File: src/rtl/delay_sched_pkg.sv
// rtl/delay_sched_pkg.sv - shared types, defaults and helpers for the delay scheduler
package delay_sched_pkg;

    localparam int NREQ_DEF  = 4;
    localparam int CBITS_DEF = 10;
    localparam int ONEHOT_W  = 32;

    typedef enum logic {
        S_IDLE  = 1'b0,
        S_COUNT = 1'b1
    } state_t;

    // Callers narrow the result to their own requester count.
    function automatic logic [ONEHOT_W-1:0] onehot(input int unsigned idx);
        return ONEHOT_W'(1) << idx;
    endfunction

endpackage

File: src/rtl/delay_sched_rr_arb.sv
// rtl/delay_sched_rr_arb.sv - combinational round-robin picker starting at ptr
module delay_sched_rr_arb #(
    parameter int NREQ = 4,
    parameter int IDW  = $clog2(NREQ)
) (
    input  logic [NREQ-1:0] req,
    input  logic [IDW-1:0]  ptr,
    output logic            valid,
    output logic [IDW-1:0]  winner
);

    int idx;

    always_comb begin
        valid  = 1'b0;
        winner = '0;
        idx    = 0;
        for (int i = 0; i < NREQ; i++) begin
            idx = int'(ptr) + i;
            if (idx >= NREQ) idx = idx - NREQ;
            if (!valid && req[idx]) begin
                valid  = 1'b1;
                winner = IDW'(idx);
            end
        end
    end

endmodule

File: src/rtl/delay_sched.sv
// rtl/delay_sched.sv - shares one down-counter among requesters, one delayed done pulse per grant
module delay_sched
    import delay_sched_pkg::*;
#(
    parameter int NREQ  = NREQ_DEF,
    parameter int CBITS = CBITS_DEF,
    parameter int IDW   = $clog2(NREQ)
) (
    input  logic                  clk,
    input  logic                  rst,
    input  logic [NREQ-1:0]       req,
    input  logic [NREQ*CBITS-1:0] delay,
    output logic [NREQ-1:0]       gnt,
    output logic [NREQ-1:0]       done,
    output logic                  busy,
    output logic [IDW-1:0]        cur_id
);

    state_t           state_q, state_d;
    logic [CBITS-1:0] cnt_q, cnt_d;
    logic [IDW-1:0]   ptr_q, ptr_d;
    logic [NREQ-1:0]  gnt_q, gnt_d;
    logic [NREQ-1:0]  done_q, done_d;
    logic             busy_q, busy_d;
    logic [IDW-1:0]   cur_id_q, cur_id_d;

    logic             arb_valid;
    logic [IDW-1:0]   arb_winner;
    logic [CBITS-1:0] delay_arr [NREQ];

    for (genvar i = 0; i < NREQ; i++) begin : g_unpack
        assign delay_arr[i] = delay[i*CBITS +: CBITS];
    end

    delay_sched_rr_arb #(.NREQ(NREQ), .IDW(IDW)) u_arb (
        .req    (req),
        .ptr    (ptr_q),
        .valid  (arb_valid),
        .winner (arb_winner)
    );

    always_comb begin
        state_d  = state_q;
        cnt_d    = cnt_q;
        ptr_d    = ptr_q;
        busy_d   = busy_q;
        cur_id_d = cur_id_q;
        gnt_d    = '0;
        done_d   = '0;
        case (state_q)
            S_IDLE: begin
                if (arb_valid) begin
                    gnt_d    = NREQ'(onehot(32'(arb_winner)));
                    cur_id_d = arb_winner;
                    cnt_d    = delay_arr[arb_winner];
                    ptr_d    = (arb_winner == IDW'(NREQ-1)) ? '0 : arb_winner + 1'b1;
                    busy_d   = 1'b1;
                    state_d  = S_COUNT;
                end
            end
            default: begin
                // Counter saturates at zero; the zero cycle itself issues done.
                if (cnt_q != '0) begin
                    cnt_d = cnt_q - CBITS'(1);
                end else begin
                    done_d  = NREQ'(onehot(32'(cur_id_q)));
                    busy_d  = 1'b0;
                    state_d = S_IDLE;
                end
            end
        endcase
    end

    always_ff @(posedge clk) begin
        if (rst) begin
            state_q  <= S_IDLE;
            cnt_q    <= '0;
            ptr_q    <= '0;
            gnt_q    <= '0;
            done_q   <= '0;
            busy_q   <= 1'b0;
            cur_id_q <= '0;
        end else begin
            state_q  <= state_d;
            cnt_q    <= cnt_d;
            ptr_q    <= ptr_d;
            gnt_q    <= gnt_d;
            done_q   <= done_d;
            busy_q   <= busy_d;
            cur_id_q <= cur_id_d;
        end
    end

    assign gnt    = gnt_q;
    assign done   = done_q;
    assign busy   = busy_q;
    assign cur_id = cur_id_q;

endmodule

File: config.mk
export PLATFORM = sky130hd
export DESIGN_NAME = delay_sched
export DESIGN_NICKNAME = d
export VERILOG_FILES = /design/src/rtl/delay_sched_pkg.sv /design/src/rtl/delay_sched_rr_arb.sv /design/src/rtl/delay_sched.sv
export SDC_FILE = /design/constraint.sdc
export NUM_CORES = 1
export LEC_CHECK = 0
export CAP_MARGIN = 0
export CORE_ASPECT_RATIO = 0.9
export CORE_MARGIN = 3
export CORE_UTILIZATION = 30
export DETAILED_ROUTE_END_ITERATION = 16
export PLACE_DENSITY = 0.55
export SYNTH_ARGS = -nofsm -noshare
export SYNTH_HDL_FRONTEND = slang
export SYNTH_SLANG_ARGS = --single-unit
File: constraint.sdc
create_clock -name clk -period 5.5 [get_ports clk]
set_input_delay 1.65 -clock clk [delete_from_list [all_inputs] [get_ports clk]]
set_output_delay 1.65 -clock clk [all_outputs]
set_load 0.1 [all_outputs]
Yosys cells after proc, flatten, opt, wreduce, memory -nomap -nowiden

Index checks and enable logic that the tools add are counted.

Magnitude comparators: 9
Shift-type cells: 2
Add/subtract/negate cells: 9
Equal/unequal tests: 3
Bitwise operators: 3
Reduce and logical (&&, ||, !) cells: 13
Muxes and demuxes: 37

Operators with widths:

| cell                  | number |
|---|---|
| $lt 32x4->1 const B   | 4 |
| $mux 32               | 4 |
| $ge 32x4->1 const B   | 3 |
| $sub 32x4->32 const B | 3 |
| $mux 10               | 5 |
| $bmux 10 s2           | 1 |
| $mux 1                | 18 |
| $mux 2                | 5 |
| $reduce_bool 10->1    | 1 |
| $sub 10x1->10 const B | 1 |
| $bmux 1 s2            | 4 |
| $shl 1x2->4 const A   | 2 |
| $add 2x2->3 const B   | 2 |
| $reduce_and 2->1      | 3 |
| $reduce_or 3->1       | 2 |
| $sub 2x3->4 const B   | 1 |
| $add 2x1->3 const B   | 1 |
| $ge 2x3->1 const B    | 1 |
| $ge 3x3->1 const B    | 1 |
| $logic_and 1x1->1     | 3 |
| $logic_not 1->1       | 3 |
| $not 2->3             | 1 |
| $add 2x1->2 const B   | 1 |
| $eq 2x2->1 const B    | 1 |
| other kinds (4)       | 5 |

Logic and storage cells: 83
Input port bits: 46
Output and inout bits: 11
Register bits: 24

Longest topological paths before layout

Gate-level depths: netlist (run 1).

Word-level depth: 21
Depth in mapped cells: 9
Gate-level depth less buffers: 8

Hierarchy

From an unflattened synthesis (run 1), not the netlist that was laid out.

Cell total of the unflattened synthesis: 160
Area, all modules: 1,497.7 um^2

Modules (own cells, without submodules):

| module             | cells an instance | area an instance (um^2) | sequential area each (um^2) | times used |
|---|---|---|---|---|
| delay_sched        | 145               | 1,420.1                 | 480.5                       | 1 |
| delay_sched_rr_arb | 15                | 77.6                    | 0.0                         | 1 |

Worst setup path before layout (run 1)

OpenSTA, ideal clock, no wires.

Path kind: input port to flip-flop
From: in req[0]
To: reg cnt_q[0]
Arrival time: 3,114 ps
Buffers on the path: 1
Setup slack: 2,258 ps
Library setup time: 127 ps
Cell stages on the path: 7
Path through: and2_1 o211ai_1 nand2_1 inv_1 buf_2 mux4_2 o2bb2ai_1

Word-level cells in the longest chain between the ends: 19

Ends and longest elaborated chain:

| item                                         | line                     | source |
|---|---|---|
| start, declared                              | delay_sched.sv:11        | `input logic [NREQ-1:0] req,` |
| $bmux 1 s2                                   | delay_sched_rr_arb.sv:21 | `if (!valid && req[idx]) begin` |
| $mux 1 (not written as such) (2 in a row)    | delay_sched_rr_arb.sv:21 |  |
| $mux 1                                       | delay_sched_rr_arb.sv:21 |  |
| $logic_not 1->1                              | delay_sched_rr_arb.sv:21 |  |
| $logic_and 1x1->1                            | delay_sched_rr_arb.sv:21 |  |
| $mux 1                                       | delay_sched_rr_arb.sv:21 |  |
| $logic_not 1->1                              | delay_sched_rr_arb.sv:21 |  |
| $logic_and 1x1->1                            | delay_sched_rr_arb.sv:21 |  |
| [2 not listed]                               | --                       |  |
| $logic_and 1x1->1                            | delay_sched_rr_arb.sv:21 |  |
| $mux 2 *                                     | delay_sched_rr_arb.sv:21 |  |
| via arb_winner[1]                            | delay_sched.sv:28        | `logic [IDW-1:0] arb_winner;` |
| $not 2->3 (not written as such) *            | delay_sched.sv:55        | `cnt_d = delay_arr[arb_winner];` |
| $bmux 10 s2 *                                | delay_sched.sv:55        |  |
| $mux 10 (not written as such) * (2 in a row) | delay_sched.sv:55        |  |
| $mux 10 *                                    | delay_sched.sv:52        | `if (arb_valid) begin` |
| $mux 10 *                                    | delay_sched.sv:50        | `case (state_q)` |
| end signal, assigned                         | delay_sched.sv:85        | `cnt_q <= cnt_d;` |
| end, declared                                | delay_sched.sv:20        | `logic [CBITS-1:0] cnt_q, cnt_d;` |

The timed path passes the listed nets; every way through them passes the cells marked *. The select of a mux whose other input is x is not followed.
A chain may end at the register's enable or synchronous reset.

Worst setup path after layout (run 1)

From: in req[1]
To: reg cnt_q[0]

Word-level cells in the longest chain between the ends: 19

Ends and longest elaborated chain:

| item                                       | line |
|---|---|
| $bmux 1 s2                                 | delay_sched_rr_arb.sv:21 |
| $mux 1 (not written as such) (2 in a row)  | delay_sched_rr_arb.sv:21 |
| $mux 1                                     | delay_sched_rr_arb.sv:21 |
| $logic_not 1->1                            | delay_sched_rr_arb.sv:21 |
| $logic_and 1x1->1                          | delay_sched_rr_arb.sv:21 |
| $mux 1                                     | delay_sched_rr_arb.sv:21 |
| $logic_not 1->1                            | delay_sched_rr_arb.sv:21 |
| $logic_and 1x1->1                          | delay_sched_rr_arb.sv:21 |
| $mux 1                                     | delay_sched_rr_arb.sv:21 |
| $logic_not 1->1                            | delay_sched_rr_arb.sv:21 |
| $logic_and 1x1->1                          | delay_sched_rr_arb.sv:21 |
| $mux 2                                     | delay_sched_rr_arb.sv:21 |
| $not 2->3 (not written as such)            | delay_sched.sv:55 |
| $bmux 10 s2                                | delay_sched.sv:55 |
| $mux 10 (not written as such) (2 in a row) | delay_sched.sv:55 |
| $mux 10                                    | delay_sched.sv:52 |
| $mux 10                                    | delay_sched.sv:50 |

Parallel ways exist; a longest one is shown, timed or not. The select of a mux whose other input is x is not followed.

==> results_dict.tcl, run 1 <==
set metrics [dict create \
    grt_pass1_vias 1598 \
    irDropWorstVdd_mv 0.09869 \
    n_fill_cell 506 \
    track_usage 0.1671 \
    period_share 0.7101 \
    seq_area_um2 480.5 \
    slew_viol_final 0 \
    synthToLayoutAreaGrowth_pct 39.27 \
    async_flop_share 0 \
    coreArea_um2 5015 \
    numCtsBuffers 3 \
    drive_above_1_share 0.06098 \
    dr_total_vias 1708 \
    cts_setup_buffers 0 \
    clock_skew_ns 0.001477 \
    dieArea_um2 6257 \
    criticalPathCategory "input pin to flop" \
    multi_input_area_um2 1031 \
    clk_latency_ns 0.27 \
    avgSynthCellArea_um2 8.095 \
    drt_iter0_drc 123 \
    overflow 0 \
    crit_family "buffers and inverters" \
    drtAntennaViolNets 0 \
    cts_tree "built" \
    crit_fanout 13 \
    cts_resized 0 \
    grt_pass1_wl_um 8383 \
    critical-path-max-stage-delay_ns 0.50 \
    clk_pin_slew_ns 0.08 \
    layout_commonest_cell "clkdlybuf4s50_1" \
    p_leak_nw 0.7896 \
    drv_cap 0 \
    rows 24 \
    r2r_setup_slack_ns 3.10 \
    firstDrtPassIters 5 \
    place_congestion 0.7809 \
    final_cell_mix "56 x clkdlybuf4s50_1, 24 x dfxtp_1, 15 x nand3_1" \
    pwr_density_cell_nw_per_um2 268.4 \
    path_buf_inv 2 \
    setup_slack_ns 1.594 \
    routedWlPerCell_um 16.25 \
    dieWidth_um 83.05 \
    clk_path_buf_depth 2 \
    ios 57 \
    worst_ep_required_time_ns 5.63 \
    hold_buffers 0 \
    fin_tns_setup_ns 0 \
    synth-main-ff-cell "dfxtp_1" \
    yosysUniqueCellTypes 54 \
    syn_nets 246 \
    yosysWarnings 0 \
    cts.htree.levels 1 \
    max_slew_margin 0.3523 \
    drc_errors 0 \
    max_freq_mhz 256.0 \
    synth-edff-count 0 \
    syn-cell-area_um2 1603 \
    antennaDiodeCount 0 \
    critPathLaunchType "input pin" \
    ys_ff_latch 24 \
    post-place-ws_ns 1.319 \
    hold_violations 0 \
    cts.sinks 24 \
    status "finished, final reports clean" \
    fp.dieH_um 75.34 \
    vias_per_cell 5.492 \
    finish.net_count 296 \
    timing.final.crit_period_ns 3.906 \
    grt_max_degree 32 \
    slowest_stage "clkdlybuf4s50_1" \
    critical_path.cell_chain "clkdlybuf4s50_1 -> nand2b_1 -> o211ai_1 -> nand2_1 -> inv_1 -> mux4_2 -> o2bb2ai_1" \
    crit_arrival_ns 4.03 \
    syn_inst 198 \
    seq_area_frac_synth 0.2998 \
    io_buffer_count 56 \
    routed_wl_um 5053 \
    min_path_type "flop to flop" \
    cts_root_buffer "clkbuf_8" \
    antenna_found_initial 0 \
    finalSetupViolCount 0 \
    dpl.hpwl_um 3734 \
    end_kind "flop" \
    start_util 0.3196 \
    rsz0062_at_grt "no" \
    worst_slew_pin_slew_ns 0.9686 \
]
==> layer usage <==
| metal | GRT usage | wire length (um) | up-vias |
|---|---|---|---|
| met5 | 0 | 0 | - |
| met4 | 0.03267 | 65 | 0 |
| met3 | 0.02703 | 239 | 4 |
| met2 | 0.2527 | 2129 | 55 |
| met1 | 0.2526 | 2618 | 786 |
| li1 | - | - | 863 |
==> where the power goes <==
part           switching (mW)  leakage [nW]  total, mW  internal, mW
Clock                  0.0574        0.0216      0.106        0.0491
Sequential             0.0299         0.198      0.227         0.197
Combinational           0.151         0.570      0.266         0.115
Total                   0.238         0.790      0.599         0.361
==> registers in the layout, indices dropped and copies added, names as in the netlist <==
register	flops
ptr_q	2
cnt_q	10
busy	1
gnt	4
done	4
cur_id	2
state_q	1
==> through the flow <==
| stage | area, um^2 | total power, mW | instances | hold WS (ns) | util |
|---|---|---|---|---|---|
| global route | 2232 | 0.6357 | 311 | 0.5468 | 0.4451 |
| finish | 2232 | 0.5990 | 311 | 0.4936 | 0.4451 |
| detailed placement | 2191 | 0.4950 | 308 | 0.4832 | 0.4369 |
| CTS | 2232 | 0.6002 | 311 | 0.5002 | 0.4451 |
| global placement | 2191 | 0.4959 | 308 | 0.4749 | 0.4369 |
| floorplan | 1603 | 0.4104 | 198 | 0.4784 | - |
==> layout make-up <==
| type | instances | share of cell area |
|---|---|---|
| clock buffer | 3 | 0.01850 |
| tap | 65 | 0.03643 |
| inverter | 8 | 0.01345 |
| multi-input combinational | 154 | 0.4619 |
| sequential | 24 | 0.2152 |
| timing repair buffer | 57 | 0.2545 |
==> synthesized netlist by cell type (4+ instances only) <==
library cell / instances / area (um^2)
nand2_1: 11 / 41.29
nor3_1: 6 / 30.03
dfxtp_1: 24 / 480.5
nor4_1: 4 / 25.02
nand3_1: 15 / 75.07
clkbuf_1: 9 / 33.78
nand2b_1: 8 / 50.05
a21oi_1: 8 / 40.04
a41oi_1: 4 / 35.03
o21ai_0: 12 / 60.06
nor2b_1: 4 / 25.02
o21bai_1: 6 / 45.04
or3_1: 4 / 25.02
inv_1: 7 / 26.28
a211o_1: 9 / 78.83
nor2_1: 14 / 52.55
==> worst paths after layout <==
path / to / depth (start not counted) / startpoint
min: done[1] / 1 / cur_id[1]
max reg2reg: cnt_q[0] / 6 / ptr_q[1]
min reg2reg: done[1] / 1 / cur_id[1]
max: cnt_q[0] / 7 / req[1]
==> cell families after synthesis <==
| kind of cell | count (synthesis) | synth area share |
|---|---|---|
| flip-flops | 24 | 0.2998 |
| buffers and inverters | 20 | 0.05698 |
| AO/OA/AOI/OAI | 69 | 0.3255 |
| multiplexers | 2 | 0.02030 |
| XOR/XNOR | 2 | 0.01093 |
| AND/OR/NAND/NOR | 79 | 0.2709 |
| adder cells (fa/ha/maj) | 2 | 0.01561 |
Power figures use the tool's default switching activity.
==> run 2: changes to the inputs <==
Settings changed: PLACE_DENSITY 0.55 to 0.57.
Clock period 5.5 ns to 3.2 ns, I/O delays scaled along.
==> run 2 against run 1 <==
Global-route usage is 0.13 points higher. Register-to-register slack worse by 2.3 ns. Wire length increased by 2.3%. Core utilization is 1.5 points higher. Combinational power rose by 84%. Clock power rose by 97%. Non-clock buffer count grew 12. Total power is 80% higher. Die area stayed put. Hold slack lost 0.0028 ns. First-iteration DRC count up 21%. Critical path depth shrank 1. Critical path type unchanged. Largest power group unchanged.
==> results_dict.tcl, run 2 (synthesis results as in run 1) <==
set metrics [dict create \
    fin_tns_setup_ns 0 \
    cts.sinks 24 \
    clock_skew_ns 0.004503 \
    critical_path.cell_chain "clkdlybuf4s50_1 -> nand2b_1 -> a21o_1 -> nand2_1 -> mux4_2 -> o2bb2ai_1" \
    finalSetupViolCount 0 \
    wl_met3_um 304 \
    crit_fanout 7 \
    placed_area_um2 2253 \
    p_leak_nw 0.8765 \
    finish.net_count 308 \
    path_buf_inv 1 \
    synthToLayoutAreaGrowth_pct 44.03 \
    criticalPathCategory "input pin to flop" \
    max_freq_mhz 374.2 \
    worst_ep_required_time_ns 3.36 \
    r2r_cells 7 \
    min-delay-start "cur_id[0]" \
    slew_viol_final 0 \
    largest-register "cnt_q" \
    place_congestion 0.8241 \
    pwr_density_cell_nw_per_um2 467.4 \
    dieArea_um2 6257 \
    hold_path_end "done[1]" \
    clk_latency_ns 0.27 \
    routed_wl_um 5167 \
    min_path_cells 2 \
    cts_resized 0 \
    routed.top_layer "met4" \
    worst_slew_pin_slew_ns 0.4596 \
    antenna_found_initial 0 \
    firstDrtPassIters 4 \
    dr_total_vias 1775 \
    crit_family "multiplexers" \
    drt_iter0_drc 149 \
    timing.rr.start "cnt_q[0]" \
    rows 24 \
    r2r_setup_slack_ns 0.81 \
    slowest_stage "mux4_2" \
    fin_area_um2 2308 \
    met2_length_um 2251 \
    grt_max_degree 31 \
    start_util 0.3196 \
    end_kind "flop" \
    drive_above_1_share 0.1506 \
    irDropWorstVdd_mv 0.1466 \
    status "finished, final reports clean" \
    cts_setup_buffers 0 \
    numPlacedInstances 320 \
    ios 57 \
    vias_per_cell 5.478 \
    critical-path-max-stage-delay_ns 0.56 \
    path_depth 6 \
    max_slew_margin 0.6925 \
    r2r_end "cnt_q[4]" \
    overflow 0 \
    dieWidth_um 83.05 \
    clk_pin_slew_ns 0.09 \
    routedWlPerCell_um 15.95 \
    hold_ws_ns 0.4908 \
    crit_arrival_ns 2.84 \
    track_usage 0.1684 \
    antennaDiodeCount 0 \
    min_path_type "flop to flop" \
    drc_errors 0 \
    wirelength_met1_um 2570 \
    grt_pass1_wl_um 8452 \
    grt_pass1_vias 1646 \
    hold_buffers 0 \
    hold_violations 0 \
    cts_tree "built" \
    timing.final.crit_period_ns 2.672 \
    io_buffer_count 56 \
    final_cell_mix "45 x clkdlybuf4s50_1, 24 x dfxtp_1, 24 x buf_4" \
    power_mw 1.079 \
    clk_path_buf_depth 2 \
    dpl.hpwl_um 3933 \
    fp.dieH_um 75.34 \
    layout_commonest_cell "clkdlybuf4s50_1" \
    coreArea_um2 5015 \
    period_share 0.8351 \
    rsz0062_at_grt "no" \
    numCtsBuffers 3 \
    cts.htree.levels 1 \
    largest_reg_flops 10 \
    drv_cap 0 \
    fin_cells 324 \
    drtAntennaViolNets 0 \
    cts_root_buffer "clkbuf_8" \
    critPathLaunchType "input pin" \
]
## run 2: tightest hold or removal path: stages, from the launching register on
cell and delay, ns:
dfxtp_1 0.35, nand2_1 0.07, nor2_1 0.03
## run 2: power by group
part	leakage [nW]	internal, mW	switching, mW	total, mW
sequential	0.198	0.338	0.0423	0.380
combinational	0.650	0.216	0.274	0.490
clock	0.0288	0.110	0.0988	0.209
total	0.876	0.664	0.415	1.08
## run 2: per-layer routing
metal,global-route usage,vias to the layer above
met5,0,-
met2,0.2687,60
li1,-,888
met4,0.02722,0
met3,0.03568,5
met1,0.2409,822
## run 2: layout make-up
class	count	area, um^2
tap	65	81.33
fill	498	2706
timing repair buffer	69	630.6
clock buffer	4	55.05
multi-input combinational	154	1031
inverter	8	30.03
sequential	24	480.5
## run 2: through the flow
step / setup slack (ns) / util
after floorplan: 0.6483 / -
after global placement: 0.2222 / 0.4494
after detailed placement: 0.2555 / 0.4494
after CTS: 0.5409 / 0.4603
after global routing: 0.3370 / 0.4603
final: 0.5276 / 0.4603
## run 2: how the worst max path moves through the flow
stage | endpoint | slack (ns) | startpoint
finish | cnt_q[0] | 0.53 | req[2]
global route | ptr_q[0] | 0.34 | req[2]
global placement | cnt_q[7] | 0.22 | req[1]
floorplan | cnt_q[0] | 0.65 | req[0]
CTS | cnt_q[0] | 0.54 | req[2]
detailed placement | cnt_q[0] | 0.26 | req[2]
==> run 3: changes to the inputs <==
Settings changed: PLACE_DENSITY 0.57 to 0.55.
Clock period 3.2 ns to 2.7 ns, I/O delays scaled along.
==> run 3 against run 2 <==
Clock skew fell by 0.0022 ns. Core utilization rose by 0.30 points. Die area did not move. Design area rose by 0.65%. Clock power rose by 19%. Wire length rose by 2.1%. Worst setup slack got worse by 0.32 ns. Sequential power rose by 19%. First-iteration DRC count fell by 32%. Hold slack improved by 0.016 ns.
==> results_dict.tcl, run 3 (synthesis results as in run 1) <==
set metrics [dict create \
    status "finished, final reports clean" \
    clock_skew_ns 0.002277 \
    drtAntennaViolNets 0 \
    grt_pass1_wl_um 8845 \
    critPathLaunchType "input pin" \
    end_kind "flop" \
    placed_area_um2 2268 \
    coreArea_um2 5015 \
    irDropWorstVdd_mv 0.2496 \
    layout_commonest_cell "clkdlybuf4s50_1" \
    place_congestion 0.8283 \
    firstDrtPassIters 4 \
    period_share 0.9248 \
    largest-register "cnt_q" \
    hold_buffers 0 \
    crit_fanout 13 \
    largest_reg_flops 10 \
    grt_max_degree 31 \
    cts.htree.levels 1 \
    cts_resized 0 \
    numCtsBuffers 3 \
    criticalPathCategory "input pin to flop" \
    r2r_setup_slack_ns 0.32 \
    final_cell_mix "45 x clkdlybuf4s50_1, 26 x buf_4, 24 x dfxtp_1" \
    track_usage 0.1766 \
    fin_area_um2 2323 \
    finish.net_count 310 \
    cts_root_buffer "clkbuf_8" \
    drive_above_1_share 0.1571 \
    post-place-ws_ns -0.05063 \
    dieArea_um2 6257 \
    synthToLayoutAreaGrowth_pct 44.96 \
    vias_per_cell 5.426 \
    setup_slack_ns 0.2032 \
    fp.dieH_um 75.34 \
    max_freq_mhz 400.5 \
    ios 57 \
    drt_iter0_drc 101 \
    p_leak_nw 0.8851 \
    clk_pin_slew_ns 0.09 \
    crit_arrival_ns 2.64 \
    r2r_cells 7 \
    grt_pass1_vias 1746 \
    max_slew_margin 0.7126 \
    cts_tree "built" \
    worst_slew_pin_slew_ns 0.4282 \
    antenna_found_initial 0 \
    clk_latency_ns 0.27 \
    overflow 0 \
    io_buffer_count 56 \
    start_util 0.3196 \
    rows 24 \
    routedWlPerCell_um 16.19 \
    min_path_type "flop to flop" \
    timing.final.crit_period_ns 2.497 \
    pwr_density_cell_nw_per_um2 555.3 \
    finalSetupViolCount 0 \
    dr_total_vias 1769 \
    cts_setup_buffers 0 \
    drc_errors 0 \
    n_fill_cell 512 \
    timing.rr.start "cnt_q[0]" \
    power_mw 1.290 \
    slew_viol_final 0 \
    dpl.hpwl_um 4036 \
    routed_wl_um 5278 \
    clk_path_buf_depth 2 \
    drv_cap 0 \
    hold_violations 0 \
    antennaDiodeCount 0 \
    rsz0062_at_grt "no" \
    r2r_end "cnt_q[1]" \
    cp-startpoint "req[2]" \
    cts.sinks 24 \
    cp-endpoint "cnt_q[1]" \
    dieWidth_um 83.05 \
    worst_ep_required_time_ns 2.84 \
]
## run 3: changes by cell type in the layout (fill, tap and decap cells not counted)
cell,change
buf_4,+2
## run 3: power breakdown
group | switching (mW) | leakage [nW] | internal [mW]
registers | 0.0502 | 0.198 | 0.401
logic | 0.331 | 0.659 | 0.259
clock network | 0.119 | 0.0288 | 0.130
## run 3: metal layers
| layer | part of all wire | global-route usage |
|---|---|---|
| met5 | 0 | 0 |
| met4 | 0.0021 | 0.02178 |
| met3 | 0.060 | 0.03459 |
| met2 | 0.44 | 0.2802 |
| met1 | 0.50 | 0.2581 |
## run 3: area by class of cell
type,instances,area (um^2),share of cell area
clock buffer,4,55.05,0.02369
sequential,24,480.5,0.2068
multi-input combinational,154,1031,0.4437
tap,65,81.33,0.03500
timing repair buffer,71,645.6,0.2779
inverter,8,30.03,0.01292
## run 3: through the flow
step                        util  hold WS, ns  cells  setup TNS, ns
after floorplan                -       0.4784    198              0
after global placement    0.4523       0.4827    322        -0.3863
after detailed placement  0.4523       0.4912    322        -0.1464
after CTS                 0.4633       0.5086    326              0
after global routing      0.4633       0.5537    326              0
final                     0.4633       0.5071    326              0
## run 3: worst max-delay path, cell delays in order
cell and delay (ns):
clkdlybuf4s50_1 0.47, mux2i_1 0.22, a2bb2oi_1 0.26, buf_4 0.24, a221oi_1 0.11, a311oi_1 0.38, a311oi_2 0.15
## run 3: how the worst min path moves through the flow
stage               from       end  slack (ns)  cells after the start
2_1_floorplan   ptr_q[0]  ptr_q[0]        0.48                      2
3_3_place_gp        busy      busy        0.48                      2
3_5_place_dp        busy      busy        0.49                      2
4_1_cts        cur_id[0]   done[1]        0.51                      2
5_1_grt             busy      busy        0.55                      2
6_report       cur_id[0]   done[1]        0.51                      2
